<file path="src/rtl/sipo_deser.sv">
// rtl/sipo_deser.sv - serial-in/parallel-out deserialiser with word framing and handshakes
module sipo_deser #(
    parameter int Insz     = 1,
    parameter int Outsz    = 32,
    parameter bit Msbfirst = 1'b1
) (
    input  logic             CLK,
    input  logic             RSTN,
    input  logic             CLEAR,
    input  logic             IN_VALID,
    output logic             IN_READY,
    input  logic [Insz-1:0]  IN,
    output logic             OUT_VALID,
    input  logic             OUT_READY,
    output logic [Outsz-1:0] OUT,
    output logic             PARTIAL
);

    localparam int Depth = Outsz / Insz;
    localparam int CntW  = (Depth > 1) ? $clog2(Depth) : 1;
    localparam logic [CntW-1:0] LastCnt = CntW'(Depth - 1);

    if ((Outsz % Insz) != 0 || Depth < 1) begin : g_bad_cfg
        $error("sipo_deser: Outsz must be a non-zero integer multiple of Insz");
    end

    logic [Outsz-1:0] sr_q, sr_d;
    logic [CntW-1:0]  cnt_q, cnt_d;
    logic [Outsz-1:0] hold_q, hold_d;
    logic             out_valid_q, out_valid_d;

    logic [Outsz-1:0] sr_shift;
    logic             last_beat;
    logic             in_ready;
    logic             accept;
    logic             consume;

    // Shift register contents after absorbing the current beat, in the configured order.
    if (Depth == 1) begin : g_shift_single
        always_comb sr_shift = IN;
    end else if (Msbfirst) begin : g_shift_msb
        always_comb sr_shift = {sr_q[Outsz-Insz-1:0], IN};
    end else begin : g_shift_lsb
        always_comb sr_shift = {IN, sr_q[Outsz-1:Insz]};
    end

    // Handshake decode: only the final beat of a word waits on an unconsumed held word.
    always_comb begin
        last_beat = (cnt_q == LastCnt);
        in_ready  = !out_valid_q || OUT_READY || !last_beat;
        accept    = IN_VALID && in_ready && !CLEAR;
        consume   = out_valid_q && OUT_READY;
    end

    // Next-state: assembly, final-beat hand-off to the holding register, abort on CLEAR.
    always_comb begin
        sr_d        = sr_q;
        cnt_d       = cnt_q;
        hold_d      = hold_q;
        out_valid_d = out_valid_q;

        if (consume) begin
            out_valid_d = 1'b0;
        end

        if (CLEAR) begin
            cnt_d = '0;
            sr_d  = '0;
        end else if (accept) begin
            sr_d = sr_shift;
            if (last_beat) begin
                cnt_d       = '0;
                hold_d      = sr_shift;
                out_valid_d = 1'b1;
            end else begin
                cnt_d = cnt_q + CntW'(1);
            end
        end
    end

    // State registers; reset discards any partial or held word immediately.
    always_ff @(posedge CLK or negedge RSTN) begin
        if (!RSTN) begin
            sr_q        <= '0;
            cnt_q       <= '0;
            hold_q      <= '0;
            out_valid_q <= 1'b0;
        end else begin
            sr_q        <= sr_d;
            cnt_q       <= cnt_d;
            hold_q      <= hold_d;
            out_valid_q <= out_valid_d;
        end
    end

    // Outputs come straight from registered state, except the ready path from OUT_READY.
    always_comb begin
        IN_READY  = in_ready;
        OUT_VALID = out_valid_q;
        OUT       = hold_q;
        PARTIAL   = (cnt_q != '0);
    end

endmodule

</file>
<file path="config.mk">
export PLATFORM = sky130hd
export DESIGN_NAME = sipo_deser
export DESIGN_NICKNAME = d
export VERILOG_FILES = /design/src/rtl/sipo_deser.sv
export SDC_FILE = /design/constraint.sdc
export NUM_CORES = 1
export LEC_CHECK = 0
export ABC_AREA = 1
export CAP_MARGIN = 15
export CORE_MARGIN = 8
export CORE_UTILIZATION = 40
export CTS_BUF_LIST = sky130_fd_sc_hd__clkbuf_8 sky130_fd_sc_hd__clkbuf_16
export CTS_CLUSTER_DIAMETER = 30
export DETAILED_ROUTE_END_ITERATION = 7
export GPL_ROUTABILITY_DRIVEN = 0
export PLACE_DENSITY = 0.73
export SLEW_MARGIN = 20
export SYNTH_ARGS = -nofsm -noshare
export SYNTH_HDL_FRONTEND = slang
export SYNTH_SLANG_ARGS = --single-unit
</file>
<file path="constraint.sdc">
create_clock -name CLK -period 1.7 [get_ports CLK]
set_input_delay 0.425 -clock CLK [delete_from_list [all_inputs] [get_ports CLK]]
set_output_delay 0.425 -clock CLK [all_outputs]
set_load 0.01 [all_outputs]
</file>
---- After elaboration in Yosys (flattened, before gate mapping) ----
Cells that the tools add are included.
storage, ports and cells
  flip-flop bits (word level) ............. 69
  input port bits ......................... 6
  output and inout port bits .............. 35
operators by class
  add/subtract/negate cells ............... 1
  equality and inequality tests ........... 1
  multiplexer cells ....................... 9
  bitwise logic cells ..................... 1
  reductions and logical operators ........ 11
operators by type and width
  operator                                     number
  two-way mux 31 bit                           2
  two-way mux 5 bit                            3
  adder 5 x 1 -> 5 bit, second input constant  1
  == test 5 bit, second input constant         1
  nonzero test 5 bit                           1
  two-way mux 1 bit                            4
  logical AND 1 bit                            3
  zero test 1 bit                              3
  AND reduction 3 bit                          1
  logical OR 1 bit                             2
  nonzero test 2 bit                           1
  inverter 1 bit                               1

---- Logic depth before layout (Yosys ltp) ----
Gate-level depths: netlist (run 1).
  depth after elaboration ................. 7
  mapped depth ............................ 10

---- Worst setup path after synthesis (run 1) ----
OpenSTA, ideal clock, no wires.
  path kind ............................... reg-to-reg
  start ................................... reg cnt_q[0]
  end ..................................... reg cnt_q[0]
  library setup time ...................... 76 ps
  arrival ................................. 1490 ps
  data required time ...................... 1624 ps
  setup slack ............................. 134 ps
  cell stages (with the launch flop) ...... 11
  buffers on the path ..................... 1
  period minus slack after synthesis ...... 1566 ps
  cell sequence ........................... dfrtp_1 ha_1 nand2_1 nor2_1 ha_1 nand3_2 nand2_4 nor2_8 buf_4 nand2_1 o21ai_1
on the way
  longest elaborated chain between the ends .. 6
  elaborated cells on any way between the ends .. 10
  those cells by class .................... add/sub (1); eq/ne (1); mux (3); reduce/logical (5)
RTL lines
  what                             line  source
  from (decl)                      28    logic [CntW-1:0] cnt_q, cnt_d;
  from (signal assigned)           90    cnt_q <= cnt_d;
  == test 5 bit                    49    last_beat = (cnt_q == LastCnt);
  zero test 1 bit                  50    in_ready = !out_valid_q || OUT_READY || !last_beat;
  logical OR 1 bit                 50
  named net IN_READY               11    output logic IN_READY,
  logical AND 1 bit (2 in series)  51    accept = IN_VALID && in_ready && !CLEAR;
  nonzero test 2 bit (no line)     --
The timed path passes the listed nets, and every way through them passes these cells. The select of a mux whose other input is x is not followed.
A chain may end at the register's enable or synchronous reset.

---- Worst setup path in the final report (run 1) ----
  start ................................... reg cnt_q[0]
  end ..................................... out PARTIAL
on the way
  longest elaborated chain between the ends .. 1
RTL lines
  what                line  source
  nonzero test 5 bit  101   PARTIAL = (cnt_q != '0);
  to (decl)           16    output logic PARTIAL
Every way passes these cells.

==> qor.csv, run 1 <==
metric,value,unit
post-layout worst setup margin,-0.2215,ns
antenna violations before repair,0,
"Seq/Total Area, Yosys",59.97,%
minimum clock period after layout,1.921,ns
"synthesized-area fraction occupied by ao, oa, aoi and oai cells",15.82,%
critical path type,reg -> out,
multiplexer area fraction after synthesis,0,%
fraction of registers with async set/reset,100.0,%
vias in the first global route,2062,
total wire length,6549,um
Tot Pwr,3.455,mW
global-route wire length before repair,9080,um
post-detailed-placement cell area,3466,sq um
adder and majority gate portion of the synthesized area,1.304,%
Synth top cells by count,"76 x sky130_fd_sc_hd__nand2_1, 69 x sky130_fd_sc_hd__dfrtp_1, 38 x sky130_fd_sc_hd__inv_1, 32 x sky130_fd_sc_hd__o21ai_2, 30 x sky130_fd_sc_hd__o21ai_1",
most prevalent standard cell on the critical path,sky130_fd_sc_hd__buf_6,
global routing usage summed across all routing layers,11.45,%
synthesized netlist net count,290,
HP Class,in -> async,
Crit path arrival time,1.50,ns
unrepaired setup endpoints after global routing,yes,
final hold violations,0,
average wire length per cell after detail routing,14.39,um
number of buffers and inverters on the critical path,5,
relative max-transition margin,75.00,%
top fanout value on the critical path,2,
standard cell with the maximum stage delay on the critical path,sky130_fd_sc_hd__dfrtp_1,
number of violations of the max-capacitance limit,0,
"CP delay by family, top",buffers and inverters,
Crit. End Element,output port,
final worst-path cycle share,113.0,%
synth unique cells,19,
Post-Syn Area,2879,sq um
Worst IR Drop VDD,0.5892,mV
area delta synth->final,44.24,%
Slowest Stage Delay on Critical Path,0.40,ns
share of the synthesized area in the top cell type,59.97,%
starting DRC count in detailed routing,36,
Static Leakage,1.952,nW
clk_skew,0.008590,ns
clk buf depth,2,
total via count in the routed design,2080,
final number of setup-violating endpoints,62,
clock network latency to the later pin of the worst-skew pair,0.34,ns
detail-routed via count per cell,4.571,
clock slew at the register clock pins of the worst setup and hold paths,0.07,ns
failing checks,negative setup slack,
starting density of the core,40.56,%
Die Ht,100.8,um
Die Area,10170,sq um
"non-filler cells, final",455,
row count,31,
core box area,7098,sq um
Routed Antenna Nets,0,
IO Port Bufs,40,
Synth Instances,281,
Worst EP required,1.27,ns
fraction of final layout cells with drive strength greater than 1,35.96,%
H-Tree Depth,3,
dominant combinational cell family by area after synthesis,compound AO/OA/AOI/OAI gates,
number of buffers created by CTS,9,
largest net degree at the start of global routing,70,
list of cells traversed by the critical path,buf_4 > buf_6 > buf_6 > inv_4 > ha_4 > nand4_1 > buf_2,
Max Freq,520.4,MHz
net total in the final layout,360,
post-synthesis area per instance,10.25,sq um
antenna cells,0,
"share of synthesized cell area in and, or, nand and nor gates",13.78,%
Area contributors post-synth,"sky130_fd_sc_hd__dfrtp_1 60%, sky130_fd_sc_hd__nand2_1 9.9%, sky130_fd_sc_hd__o21ai_2 9.7%, sky130_fd_sc_hd__o21ai_1 5.2%, sky130_fd_sc_hd__inv_1 5.0%",
sum of net half-perimeters after detailed placement,3564,um
Placed Cells,422,
Yosys Warn Count,0,
final instance area,4153,sq um
grt total ovfl,0,
number of enable-type register cells in the synthesized netlist,0,
number of clock sinks,69,
final slew viol count,0,
TritonCTS clock tree,built,
kind of start point of the critical path,register,
most area-hungry cell type in the Yosys netlist,sky130_fd_sc_hd__dfrtp_1,
Worst-Margin Slew,0.3750,ns
predominant post-synthesis flop cell,sky130_fd_sc_hd__dfrtp_1,
root buf cell,sky130_fd_sc_hd__clkbuf_8,
PwrDens,832.1,nW/um^2
XOR/XNOR share of the synthesized area,0,%
total iterations of the first detailed-routing run,4,
Die Width,100.8,um
leading cell type by number of instances after synthesis,sky130_fd_sc_hd__nand2_1,
total DRC errors in the routed layout,0,
number of flip-flops and latches in the synthesized netlist,69,
outcome,"complete, but fails checks",
IO Pins,41,
[cell type report]
type	instances	area, sq um
inverter	40	152.6
tap	99	123.9
fill	606	2945
clock inverter	4	46.29
clock buffer	12	165.2
multi-input combinational	160	1039
timing repair buffer	71	899.6
sequential	69	1727
[worst register-to-register path, cell delays in order, from the launching register on]
cell and delay (ns):
sky130_fd_sc_hd__dfrtp_1 0.38, sky130_fd_sc_hd__ha_2 0.20, sky130_fd_sc_hd__nand2_2 0.07, sky130_fd_sc_hd__nor2_2 0.09, sky130_fd_sc_hd__ha_2 0.20, sky130_fd_sc_hd__inv_2 0.06, sky130_fd_sc_hd__nor2_4 0.11, sky130_fd_sc_hd__nand3_4 0.08
sky130_fd_sc_hd__buf_12 0.17, sky130_fd_sc_hd__clkbuf_16 0.17, sky130_fd_sc_hd__nand2_1 0.08, sky130_fd_sc_hd__o21ai_2 0.06
[state kept, by name, indices dropped and copies added, names as in the netlist]
register and cells:
OUT 32, sr_q 31, cnt_q 5, OUT_VALID 1
[kinds of logic (layout without fill, tap and decap cells)]
group | Yosys count | after routing
fa+ha+maj | 3 | 3
simple gates | 90 | 90
buf+inv | 52 | 127
flops | 69 | 69
compound gates | 67 | 67
[metal layers]
metal | routed length [um] | track usage (%) | vias up | part of all wire [%]
met4 | 75 | 6.628 | 0 | 1.1
li1 | - | - | 1033 | -
met3 | 271 | 3.591 | 7 | 4.1
met2 | 3452 | 19.26 | 35 | 53
met1 | 2750 | 12.44 | 1005 | 42
met5 | 0 | 0 | - | 0
[worst paths after layout]
| check | slack [ns] | startpoint | endpoint | cells after the start |
|---|---|---|---|---|
| max | -0.22 | cnt_q[0]$_DFFE_PN0P_ | PARTIAL | 7 |
| min | 0.09 | RSTN | OUT_VALID$_DFF_PN0_ | 2 |
| max reg2reg | -0.06 | cnt_q[0]$_DFFE_PN0P_ | OUT[14]$_DFFE_PN0P_ | 11 |
| min reg2reg | 0.48 | OUT[8]$_DFFE_PN0P_ | OUT[8]$_DFFE_PN0P_ | 2 |
| max in group asynchronous | 1.30 | RSTN | OUT[2]$_DFFE_PN0P_ | 2 |
| min in group CLK | 0.48 | OUT[8]$_DFFE_PN0P_ | OUT[8]$_DFFE_PN0P_ | 2 |
[stage by stage]
stage / hold slack (ns) / setup WS, ns / TNS [ns] / util, %
6_report: 0.09048 / -0.2215 / -1.988 / 58.51
2_1_floorplan: 0.1294 / 0.1342 / 0 / -
3_3_place_gp: 0.4642 / -0.2537 / -0.2723 / 48.83
3_5_place_dp: 0.4691 / -0.2795 / -0.9146 / 48.83
4_1_cts: 0.1047 / -0.2142 / -0.3442 / 52.41
5_1_grt: 0.1073 / -0.2931 / -8.079 / 58.51
[report_power, final]
| part | internal (mW) | leakage [nW] | switching (mW) |
|---|---|---|---|
| Clock | 0.790 | 0.110 | 0.604 |
| Combinational | 0.176 | 0.915 | 0.172 |
| Sequential | 1.69 | 0.928 | 0.0262 |
| Total | 2.65 | 1.95 | 0.803 |
[cell usage in the layout (no fill, tap or decap), drive strengths merged]
| cell type | instances |
|---|---|
| clkinvlp | 1 |
| dlymetal6s2s | 7 |
| clkinv | 1 |
| nand3 | 4 |
| nor2 | 7 |
| clkdlybuf4s50 | 26 |
| dlygate4sd2 | 4 |
| dfrtp | 69 |
| clkbuf | 20 |
| o21ai | 67 |
| ha | 3 |
| bufinv | 1 |
| nand2 | 78 |
| nand4 | 1 |
| buf | 26 |
| inv | 41 |
[repair_timing]
| item | 4_1_cts | 5_1_grt |
|---|---|---|
| hold endpoints to repair | 0 | 0 |
| hold buffers | 0 | 0 |
| cloned | 0 | 11 |
| buffers inserted | 2 | 5 |
| endpoints found under the setup margin | 40 | 77 |
| pin swaps | 6 | 2 |
| resized for setup | 27 | 49 |
No activity file was read; power rests on OpenSTA's default activity.
==> run 2, diff against run 1 <==
CORE_MARGIN = 2   (was 8)
==> run 2 against run 1 <==
The flow still finishes with violations (negative setup slack). Register-to-register slack got worse by 0.12 ns. Utilization rose by 3.9 points. Sequential cell count did not move. Die area fell by 22%. Via count rose by 4.7%. Clock-buffer cell count fell by 2. Routed wire length rose by 11%. Cell count rose by 0.22%.
==> qor.csv, run 2 (synthesis gave the netlist of run 1 again) <==
metric,value,unit
outcome,"complete, but fails checks",
failing checks,negative setup slack,
clock network latency to the later pin of the worst-skew pair,0.34,ns
detail-routed via count per cell,4.774,
Worst-Margin Slew,0.4655,ns
core box area,6869,sq um
antenna violations before repair,0,
HP Class,in -> async,
final number of setup-violating endpoints,70,
critical path type,reg -> reg,
TritonCTS clock tree,built,
Largest register FFs,32,
most frequent cells in the layout,"69 x sky130_fd_sc_hd__dfrtp_1, 41 x sky130_fd_sc_hd__nand2_1, 38 x sky130_fd_sc_hd__inv_1",
Routed Antenna Nets,0,
total via count in the routed design,2177,
total wire length,7252,um
most prevalent standard cell on the critical path,sky130_fd_sc_hd__ha_2,
grt total ovfl,0,
FILL cells,558,
PwrDens,796.8,nW/um^2
post-layout worst setup margin,-0.1786,ns
number of buffers created by CTS,9,
final worst-path cycle share,110.5,%
clk_skew,0.008589,ns
fraction of final layout cells with drive strength greater than 1,38.33,%
clock slew at the register clock pins of the worst setup and hold paths,0.08,ns
Slowest Stage Delay on Critical Path,0.39,ns
antenna cells,0,
unrepaired setup endpoints after global routing,yes,
row count,30,
Die Area,7893,sq um
clk buf depth,2,
root buf cell,sky130_fd_sc_hd__clkbuf_8,
Die Width,88.84,um
IO Pins,41,
IO Port Bufs,40,
global-route wire length before repair,9170,um
Tot Pwr,3.417,mW
number of violations of the max-capacitance limit,0,
relative max-transition margin,68.87,%
minimum clock period after layout,1.879,ns
top fanout value on the critical path,6,
kind of start point of the critical path,register,
Max Freq,532.3,MHz
list of cells traversed by the critical path,ha_2 > nand2_2 > nor2_2 > ha_2 > nand3_2 > buf_4 > buf_6 > nand2_8 > nor2_8 > clkbuf_16 > nand2_1 > o21ai_1,
standard cell with the maximum stage delay on the critical path,sky130_fd_sc_hd__dfrtp_1,
"commonest non-fill, non-tap cell in the layout",sky130_fd_sc_hd__dfrtp_1,
global routing usage summed across all routing layers,15.35,%
post-detailed-placement cell area,3462,sq um
final instance area,4289,sq um
area delta synth->final,48.98,%
average wire length per cell after detail routing,15.90,um
sum of net half-perimeters after detailed placement,3398,um
vias in the first global route,1983,
Crit path arrival time,2.14,ns
number of buffers and inverters on the critical path,3,
Crit. End Element,register,
total iterations of the first detailed-routing run,4,
H-Tree Depth,3,
number of clock sinks,69,
Worst EP required,1.96,ns
Static Leakage,2.208,nW
total DRC errors in the routed layout,0,
starting density of the core,41.91,%
Worst IR Drop VDD,0.5984,mV
final slew viol count,0,
Post-CTS Hold Fix Bufs,0,
starting DRC count in detailed routing,84,
"CP delay by family, top",simple AND/OR/NAND/NOR gates,
Die Ht,88.84,um
net total in the final layout,364,
final hold violations,0,
largest net degree at the start of global routing,70,
==> run 2: changes by cell type in the layout (fill, tap and decap cells not counted), moves of 4 or more <==
cell / previous run / this run
sky130_fd_sc_hd__o21ai_1: 16 / 29
sky130_fd_sc_hd__nand2_1: 62 / 41
sky130_fd_sc_hd__nand2_4: 0 / 12
sky130_fd_sc_hd__o21ai_2: 51 / 35
sky130_fd_sc_hd__dlymetal6s2s_1: 7 / 24
sky130_fd_sc_hd__nand2_2: 14 / 23
sky130_fd_sc_hd__clkdlybuf4s50_1: 26 / 8
sky130_fd_sc_hd__buf_6: 5 / 9
==> run 2: metrics by stage <==
| stage | utilization, % | std cells | setup slack (ns) | setup TNS, ns | hold slack [ns] |
|---|---|---|---|---|---|
| 2_1_floorplan | - | 281 | 0.1342 | 0 | 0.1294 |
| 3_3_place_gp | 50.40 | 419 | -0.2480 | -0.2639 | 0.4651 |
| 3_5_place_dp | 50.40 | 419 | -0.2715 | -0.5500 | 0.4677 |
| 4_1_cts | 53.66 | 436 | -0.1795 | -0.2196 | 0.1019 |
| 5_1_grt | 62.44 | 456 | -0.2920 | -15.16 | 0.09812 |
| 6_report | 62.44 | 456 | -0.1786 | -8.023 | 0.07546 |
==> run 2: per-layer routing <==
layer	track usage (%)	routed length, um
met3	5.317	300
met1	19.70	3099
met2	24.08	3757
met4	5.785	94
met5	0	0
==> run 2: layout make-up <==
class                           count  area (sq um)  share of cell area, %
Clock buffer                       10         137.6                  3.209
Timing Repair Buffer               74         963.4                  22.46
Inverter                           40         155.1                  3.617
Sequential cell                    69          1727                  40.26
Tap cell                           96         120.1                  2.800
Clock inverter                      6         55.05                  1.284
Multi-Input combinational cell    161          1131                  26.37
==> run 2: where the power goes <==
part / switching (mW) / total [mW] / internal, mW / leakage, nW
sequential: 0.0355 / 1.72 / 1.69 / 0.928
combinational: 0.179 / 0.360 / 0.181 / 1.18
clock: 0.634 / 1.34 / 0.703 / 0.105
==> run 2: final timing paths <==
path                       cells after the start  slack, ns                  end                  from
setup / recovery                              12      -0.18  sr_q[7]$_DFFE_PN0P_  cnt_q[0]$_DFFE_PN0P_
hold / removal                                 2       0.08   OUT[4]$_DFFE_PN0P_                  RSTN
setup reg to reg                              12      -0.18  sr_q[7]$_DFFE_PN0P_  cnt_q[0]$_DFFE_PN0P_
hold reg to reg                                2       0.48  OUT[12]$_DFFE_PN0P_   OUT[12]$_DFFE_PN0P_
max in group asynchronous                      2       1.31  OUT[25]$_DFFE_PN0P_                  RSTN
min in group CLK                               2       0.48  OUT[12]$_DFFE_PN0P_   OUT[12]$_DFFE_PN0P_
==> run 2: worst register-to-register path, stage by stage, from the launching register on <==
cell and delay (ns):
sky130_fd_sc_hd__dfrtp_1 0.39, sky130_fd_sc_hd__ha_2 0.20, sky130_fd_sc_hd__nand2_2 0.08, sky130_fd_sc_hd__nor2_2 0.04
sky130_fd_sc_hd__ha_2 0.18, sky130_fd_sc_hd__nand3_2 0.07, sky130_fd_sc_hd__buf_4 0.11, sky130_fd_sc_hd__buf_6 0.10
sky130_fd_sc_hd__nand2_8 0.07, sky130_fd_sc_hd__nor2_8 0.24, sky130_fd_sc_hd__clkbuf_16 0.20, sky130_fd_sc_hd__nand2_1 0.05
sky130_fd_sc_hd__o21ai_1 0.09
==> run 2: what timing repair did <==
| item | in CTS | in global routing |
|---|---|---|
| gates cloned | 0 | 16 |
| hold endpoints to repair | 0 | 0 |
| pin swaps | 6 | 3 |
| endpoints found under the setup margin | 14 | 87 |
| gates resized for setup | 29 | 82 |
| buffers inserted | 1 | 4 |
